File: src/rtl/mc_controller_hs.sv
`default_nettype none
// +----------------------------------------------------------------------+
// | mc_controller_hs: multicycle MIPS control FSM with memory handshake, |
// | immediate ALU ops, bne/j and illegal-instruction trap. Revision 1.0  |
// +----------------------------------------------------------------------+
module mc_controller_hs #(
  parameter bit MEM_HANDSHAKE = 1'b1,
  parameter bit IMM_LOGIC     = 1'b1,
  parameter bit TRAP_EN       = 1'b1
) (
  input  logic       clk,
  input  logic       reset,
  input  logic [5:0] op,
  input  logic [5:0] funct,
  input  logic       zero,
  input  logic       mem_ready,
  output logic       pcen,
  output logic       irwrite,
  output logic       regwrite,
  output logic       memread,
  output logic       memwrite,
  output logic       iord,
  output logic       alusrca,
  output logic [1:0] alusrcb,
  output logic       immzext,
  output logic       regdst,
  output logic       memtoreg,
  output logic [1:0] pcsrc,
  output logic [2:0] alucontrol,
  output logic       illegal,
  output logic [3:0] state
);

  localparam logic [5:0] OP_RTYPE = 6'b000000;
  localparam logic [5:0] OP_LW    = 6'b100011;
  localparam logic [5:0] OP_SW    = 6'b101011;
  localparam logic [5:0] OP_BEQ   = 6'b000100;
  localparam logic [5:0] OP_BNE   = 6'b000101;
  localparam logic [5:0] OP_ADDI  = 6'b001000;
  localparam logic [5:0] OP_ANDI  = 6'b001100;
  localparam logic [5:0] OP_ORI   = 6'b001101;
  localparam logic [5:0] OP_SLTI  = 6'b001010;
  localparam logic [5:0] OP_J     = 6'b000010;

  localparam logic [5:0] F_ADD = 6'b100000;
  localparam logic [5:0] F_SUB = 6'b100010;
  localparam logic [5:0] F_AND = 6'b100100;
  localparam logic [5:0] F_OR  = 6'b100101;
  localparam logic [5:0] F_SLT = 6'b101010;

  typedef enum logic [3:0] {
    S_FETCH  = 4'd0,
    S_DECODE = 4'd1,
    S_MEMADR = 4'd2,
    S_MEMRD  = 4'd3,
    S_MEMWB  = 4'd4,
    S_MEMWR  = 4'd5,
    S_RTEX   = 4'd6,
    S_RTWB   = 4'd7,
    S_IMMEX  = 4'd8,
    S_IMMWB  = 4'd9,
    S_BRANCH = 4'd10,
    S_JUMP   = 4'd11,
    S_TRAP   = 4'd12
  } state_t;

  state_t     state_q, state_d, bad_d;
  logic       ready;
  logic       funct_ok;
  logic       imm_ok;
  logic       imm_zx;
  logic [2:0] funct_alu;
  logic [2:0] imm_alu;

  // Instruction field decode, independent of the current state.
  always_comb begin
    ready = MEM_HANDSHAKE ? mem_ready : 1'b1;
    if (TRAP_EN) bad_d = S_TRAP;
    else         bad_d = S_FETCH;

    funct_ok  = 1'b1;
    funct_alu = 3'b010;
    case (funct)
      F_ADD:   funct_alu = 3'b010;
      F_SUB:   funct_alu = 3'b110;
      F_AND:   funct_alu = 3'b000;
      F_OR:    funct_alu = 3'b001;
      F_SLT:   funct_alu = 3'b111;
      default: funct_ok  = 1'b0;
    endcase

    imm_ok  = 1'b1;
    imm_alu = 3'b010;
    imm_zx  = 1'b0;
    case (op)
      OP_ADDI: imm_alu = 3'b010;
      OP_ANDI: begin imm_ok = IMM_LOGIC; imm_alu = 3'b000; imm_zx = 1'b1; end
      OP_ORI:  begin imm_ok = IMM_LOGIC; imm_alu = 3'b001; imm_zx = 1'b1; end
      OP_SLTI: begin imm_ok = IMM_LOGIC; imm_alu = 3'b111; end
      default: imm_ok = 1'b0;
    endcase
  end

  always_comb begin
    state_d    = state_q;
    pcen       = 1'b0;
    irwrite    = 1'b0;
    regwrite   = 1'b0;
    memread    = 1'b0;
    memwrite   = 1'b0;
    iord       = 1'b0;
    alusrca    = 1'b0;
    alusrcb    = 2'b00;
    immzext    = 1'b0;
    regdst     = 1'b0;
    memtoreg   = 1'b0;
    pcsrc      = 2'b00;
    alucontrol = 3'b010;
    illegal    = 1'b0;
    state      = state_q;

    case (state_q)
      S_FETCH: begin
        memread = 1'b1;
        alusrcb = 2'b01;
        irwrite = ready;
        pcen    = ready;
        if (ready) state_d = S_DECODE;
      end
      S_DECODE: begin
        alusrcb = 2'b11;
        case (op)
          OP_LW, OP_SW:   state_d = S_MEMADR;
          OP_RTYPE:       state_d = funct_ok ? S_RTEX : bad_d;
          OP_BEQ, OP_BNE: state_d = S_BRANCH;
          OP_J:           state_d = S_JUMP;
          default:        state_d = imm_ok ? S_IMMEX : bad_d;
        endcase
      end
      S_MEMADR: begin
        alusrca = 1'b1;
        alusrcb = 2'b10;
        state_d = (op == OP_SW) ? S_MEMWR : S_MEMRD;
      end
      S_MEMRD: begin
        memread = 1'b1;
        iord    = 1'b1;
        if (ready) state_d = S_MEMWB;
      end
      S_MEMWB: begin
        regwrite = 1'b1;
        memtoreg = 1'b1;
        state_d  = S_FETCH;
      end
      S_MEMWR: begin
        memwrite = 1'b1;
        iord     = 1'b1;
        if (ready) state_d = S_FETCH;
      end
      S_RTEX: begin
        alusrca    = 1'b1;
        alucontrol = funct_alu;
        state_d    = S_RTWB;
      end
      S_RTWB: begin
        regwrite = 1'b1;
        regdst   = 1'b1;
        state_d  = S_FETCH;
      end
      S_IMMEX, S_IMMWB: begin
        alusrca    = 1'b1;
        alusrcb    = 2'b10;
        alucontrol = imm_alu;
        immzext    = imm_zx;
        regwrite   = (state_q == S_IMMWB);
        state_d    = (state_q == S_IMMEX) ? S_IMMWB : S_FETCH;
      end
      S_BRANCH: begin
        alusrca    = 1'b1;
        alucontrol = 3'b110;
        pcsrc      = 2'b01;
        pcen       = (op == OP_BEQ) ? zero : ~zero;
        state_d    = S_FETCH;
      end
      S_JUMP: begin
        pcsrc   = 2'b10;
        pcen    = 1'b1;
        state_d = S_FETCH;
      end
      S_TRAP: begin
        illegal = 1'b1;
      end
      default: state_d = S_FETCH;
    endcase

    // Side-effecting strobes must be quiet for the whole reset window.
    if (!reset) begin
      pcen     = 1'b0;
      irwrite  = 1'b0;
      regwrite = 1'b0;
      memread  = 1'b0;
      memwrite = 1'b0;
    end
  end

  always_ff @(posedge clk or negedge reset) begin
    if (!reset) state_q <= S_FETCH;
    else        state_q <= state_d;
  end

endmodule
`default_nettype wire

File: config.mk
export PLATFORM = sky130hd
export DESIGN_NAME = mc_controller_hs
export DESIGN_NICKNAME = d
export VERILOG_FILES = /design/src/rtl/mc_controller_hs.sv
export SDC_FILE = /design/constraint.sdc
export NUM_CORES = 1
export LEC_CHECK = 0
export CAP_MARGIN = 20
export CORE_ASPECT_RATIO = 0.9
export CORE_MARGIN = 3
export CORE_UTILIZATION = 41
export DETAILED_ROUTE_END_ITERATION = 7
export GPL_ROUTABILITY_DRIVEN = 1
export PLACE_DENSITY = 0.84
export SLEW_MARGIN = 15
export SYNTH_ARGS = -nofsm -noshare
export SYNTH_HDL_FRONTEND = slang
export SYNTH_SLANG_ARGS = --single-unit
export TNS_END_PERCENT = 100
File: constraint.sdc
create_clock -name clk -period 3.3 [get_ports clk]
set_clock_uncertainty 0.15 [all_clocks]
set_input_delay 0.33 -clock clk [delete_from_list [all_inputs] [get_ports clk]]
set_output_delay 0.33 -clock clk [all_outputs]
set_load 0.03 [all_outputs]
## After elaboration in Yosys (flattened, before gate mapping)

Index checks and enable logic that the tools add are counted.

- Input port bits: 16
- Register bits: 4
- Output and inout port bits: 22
- Word-level logic and storage cells: 80

- Multiplexer cells: 34
- Bitwise operators: 2
- Equality and inequality tests: 29
- Reductions and logical operators: 14

Operators by type and width:

| operator | count |
|---|---|
| == test 6 bit, second input constant | 7 |
| one-hot mux 4 bit (8 select lines) | 1 |
| == test 6 x 4 -> 1 bit, second input constant | 4 |
| == test 4 bit, second input constant | 5 |
| two-way mux 4 bit | 5 |
| two-way mux 1 bit | 18 |
| one-hot mux 3 bit (3 select lines) | 2 |
| == test 4 x 3 -> 1 bit, second input constant | 4 |
| one-hot mux 4 bit (4 select lines) | 1 |
| OR reduction 2 bit | 7 |
| == test 6 x 3 -> 1 bit, second input constant | 2 |
| one-hot mux 3 bit (4 select lines) | 1 |
| OR reduction 5 bit | 2 |
| == test 4 x 2 -> 1 bit, second input constant | 2 |
| == test 6 x 2 -> 1 bit, second input constant | 1 |
| logical NOT 6 bit | 1 |
| two-way mux 3 bit | 2 |
| inequality test 2 bit, second input constant | 3 |
| one-hot mux 2 bit (3 select lines) | 1 |
| == test 4 x 1 -> 1 bit, second input constant | 1 |
| logical NOT 4 bit | 1 |
| one-hot mux 2 bit (2 select lines) | 1 |
| AND reduction 4 bit | 1 |
| OR reduction 4 bit | 1 |
| other kinds (4) | 5 |

## Longest topological paths before layout

- Depth in word-level cells: 6
- Depth in mapped cells: 5
- Gate-level depth less buffers: 4

## Worst setup path before layout

OpenSTA, ideal clock, no wires.

- Path kind: register to output
- From: register state_q[3] (netlist: state[3])
- To: output pcen
- Setup slack: 777 ps
- Data arrival time: 2,043 ps
- Cell stages (with the launch flop): 4
- Path buffers: 1
- Data required time: 2,820 ps
- Cells stage by stage: dfrtp_1 -> clkbuf_1 -> nand2b_1 -> o41ai_1

- Word-level cells in the longest chain between the ends: 3
- Elaborated cells between the ends (all ways): 5
- Those cells by class: 2 x eq/ne; 2 x mux; 1 x reduce/logical

RTL lines:

| what | RTL line | RTL |
|---|---|---|
| from (decl) | 67 | `state_t state_q, state_d, bad_d;` |
| from (signal assigned) | 208 | `else state_q <= state_d;` |
| == test 4 bit / logical NOT 4 bit (equally long branches) | 122 | `case (state_q)` |
| one-hot mux 1 bit (3 select lines) (*) | 122 |  |
| two-way mux 1 bit (*) | 197 | `if (!reset) begin` |
| to (decl) | 17 | `output logic pcen,` |

Every way passes the cells marked *; elsewhere a longest branch is shown, timed or not.

## Worst setup path after layout

- From: input op[0]
- To: output pcen

- Word-level cells in the longest chain between the ends: 4

RTL lines:

| what | RTL line | RTL |
|---|---|---|
| from (decl) | 13 | `input logic [5:0] op,` |
| == test 6 x 3 -> 1 bit | 182 | `pcen = (op == OP_BEQ) ? zero : ~zero;` |
| two-way mux 1 bit | 182 |  |
| one-hot mux 1 bit (3 select lines) | 122 |  |
| two-way mux 1 bit | 197 |  |

Every way passes these cells.

==> results.yml <==
clock_network:
  cts_buffers: 3
  cts_num_sinks: 4
  path_clk_slew_ns: 0.04
  cts_hold_buf: 0
  post_cts_buffers: 0
  postCtsResizedCells: 0
  clockRootBuffer: "clkbuf_4"
  worstSkewPairLatency_ns: 0.23
  htreeDepth: 1
  cts_tree: "done"
  clk_path_buf_depth: 2
place:
  place_congestion: 0.765
  dpl.hpwl_um: 1610
  port_buffers: 37
setup_path:
  arrival_ns: 2.33
  critPathMaxFanout: 7
  cp_slowest_cell: "clkdlybuf4s50_1"
  startpoint: "op[0]"
  cpMostUsedCell: "clkdlybuf4s50_1"
  rrSetupSlack_ns: 1.64
  worstReg2RegStart: "state[3]"
  reg2reg_to: "state[2]"
  criticalPathCategory: "input pin to output port"
  cp.required_ns: 2.82
  path_cells: "clkdlybuf4s50_1 -> nor3_1 -> nand3_1 -> xnor2_1 -> o41ai_1 -> clkdlybuf4s50_1"
  cp-end-kind: "output port"
  worst_r2r_path_depth: 4
  cp_slowest_stage_delay_ns: 0.73
  startpoint_type: "input pin"
drt:
  drt-pass1-iter-count: 4
  drc: 0
  viasPerCell: 5.77
  drtIter0Drc: 8
  num_vias: 906
  wl_per_cell_um: 12.9
  antenna_left: 0
  drt_wl_total_um: 2030
power_and_ir_drop:
  p_switching_uw: 375
  combPwrFrac_pct: 72.3
  power_density_mw_per_mm2: 645
  switching_share_pct: 52.5
  clkPwrFrac_pct: 8.4
  leakagePower_uw: 0.000372
  p_int_uw: 339
  irDropWorstVdd_mv: 0.313
  seq_power_share_pct: 19.3
sta:
  hold_violations: 0
  tightest_slew_ns: 0.594
  fmax_ghz: 0.356
  rsz0062_at_grt: "false"
  whs_ns: 0.196
  relSlewSlack_pct: 60.4
  setup_viol: 0
  drv_slew: 0
  period_share_pct: 85.1
  post-route-min-period_ns: 2.81
  fin_setup_tns_ns: 0
final_layout:
  largest_reg_flops: 4
  multi_input_area_sq_um: 576
  syn2layout_area_growth_pct: 56.1
  drive_gt1_share_pct: 6.67
  nNetsFinal: 153
  num_antenna_cells: 0
  final_core_util_pct: 72.4
  ff_latch_area_sq_um: 100
  fill_cells: 147
floorplanning:
  io_pins: 38
  dieArea_sq_mm: 0.00227
  core_area_sq_mm: 0.00153
  rows: 13
  fp.dieW_um: 49.8
  die_h_um: 45.5
  start_util_pct: 46.4
logic_synthesis:
  synth_cell_types: 40
  synth-async-reset-ratio_pct: 100
  synth_top_area_share_pct: 14.1
  synth_area_sq_um: 709
  ys_seq_area_share_pct: 14.1
  yosysWarnings: 0
  syn-num-nets: 117
  synth_common_cells: "nor2_1 (9), nor2b_1 (9), nor3_1 (7)"
  synth_edf_count: 0
  ys.flop_type: "dfrtp_1"
  synth.avg_cell_area_sq_um: 7.02
  synth_top_area_cell: "dfrtp_1"
  ys_seq_elements: 4
  synth_area_leaders: "dfrtp_1 (14%), nor2b_1 (7.9%), nand2b_1 (5.3%)"
  synthCells: 101
outcome:
  status: "completed"
grt:
  grt_pass1_wl_um: 3440
  first_global_vias: 849
  antenna_found_initial: 0
  track_usage_pct: 19.3
  gr-total-overflow: 0
  grt_max_degree: 22
flow_run:
  drv_cap: 0
min_path:
  hp-class: "input pin to async pin"
-- through the flow --
stage          std cells  total power, uW  setup slack (ns)  cell area, sq um
2_1_floorplan        101              465             0.777               709
4_1_cts              157              719             0.484              1110
3_3_place_gp         154              643             0.514              1080
3_5_place_dp         154              655             0.484              1080
6_report             157              714             0.493              1110
5_1_grt              157              768             0.347              1110
-- metal layers --
metal  share of wire (%)  vias to the layer above  track usage [%]
met3                 5.7                        2             2.95
li1                    -                      448                -
met2                  50                       32             35.6
met5                   0                        -                0
met4                0.39                        0             9.94
met1                  44                      424             21.9
-- worst max path at each step --
| stage | to |
|---|---|
| CTS | pcen |
| global route | regwrite |
| floorplan | pcen |
| detailed placement | pcen |
| global placement | pcen |
| finish | pcen |
-- placed cells by master, fill, tap and decap left out, types with 2 or more instances in the layout --
cell type	instances
a21oi_1	4
clkbuf_4	3
clkdlybuf4s50_1	37
dfrtp_1	4
nand2_1	6
nand2b_1	6
nand3_1	3
nor2_1	9
nor2b_1	9
nor3_1	7
nor3b_1	4
nor4_1	2
nor4b_1	2
o211ai_1	2
o21ai_0	5
o21ai_1	2
o22ai_1	3
or4_1	3
xnor2_1	2
-- critical path, delay by kind of cell --
kind | cells | cell delay, ns
buffers and inverters | 2 | 1.25
XOR/XNOR | 1 | 0.15
AND/OR/NAND/NOR | 2 | 0.34
AO/OA/AOI/OAI | 1 | 0.26
-- area by class of cell --
type                    count  share of cell area (%)
inverters                   1                   0.339
flip-flops and latches      4                    9.04
well taps                  22                    2.49
clock buffers               3                    2.03
repair buffers             38                    34.1
multi-input cells          89                    52.0
-- logic make-up (layout without fill, tap and decap cells) --
logic type      Yosys count  count (layout)  synth area share [%]
xor+xnor                  2               2                  2.47
mux                       3               3                  5.11
compound gates           25              25                  24.0
simple gates             59              59                  49.6
flops                     4               4                  14.1
buf+inv                   8              42                  4.76
-- power groups by stage --
stage / Sequential, uW / Combinational (uW) / Clock (uW)
CTS: 137 / 521 / 62.0
detailed placement: 136 / 519 / 0
global placement: 135 / 509 / 0
global route: 147 / 553 / 68.0
finish: 138 / 516 / 60.0
floorplan: 117 / 348 / 0
No activity file was read; power rests on OpenSTA's default activity.
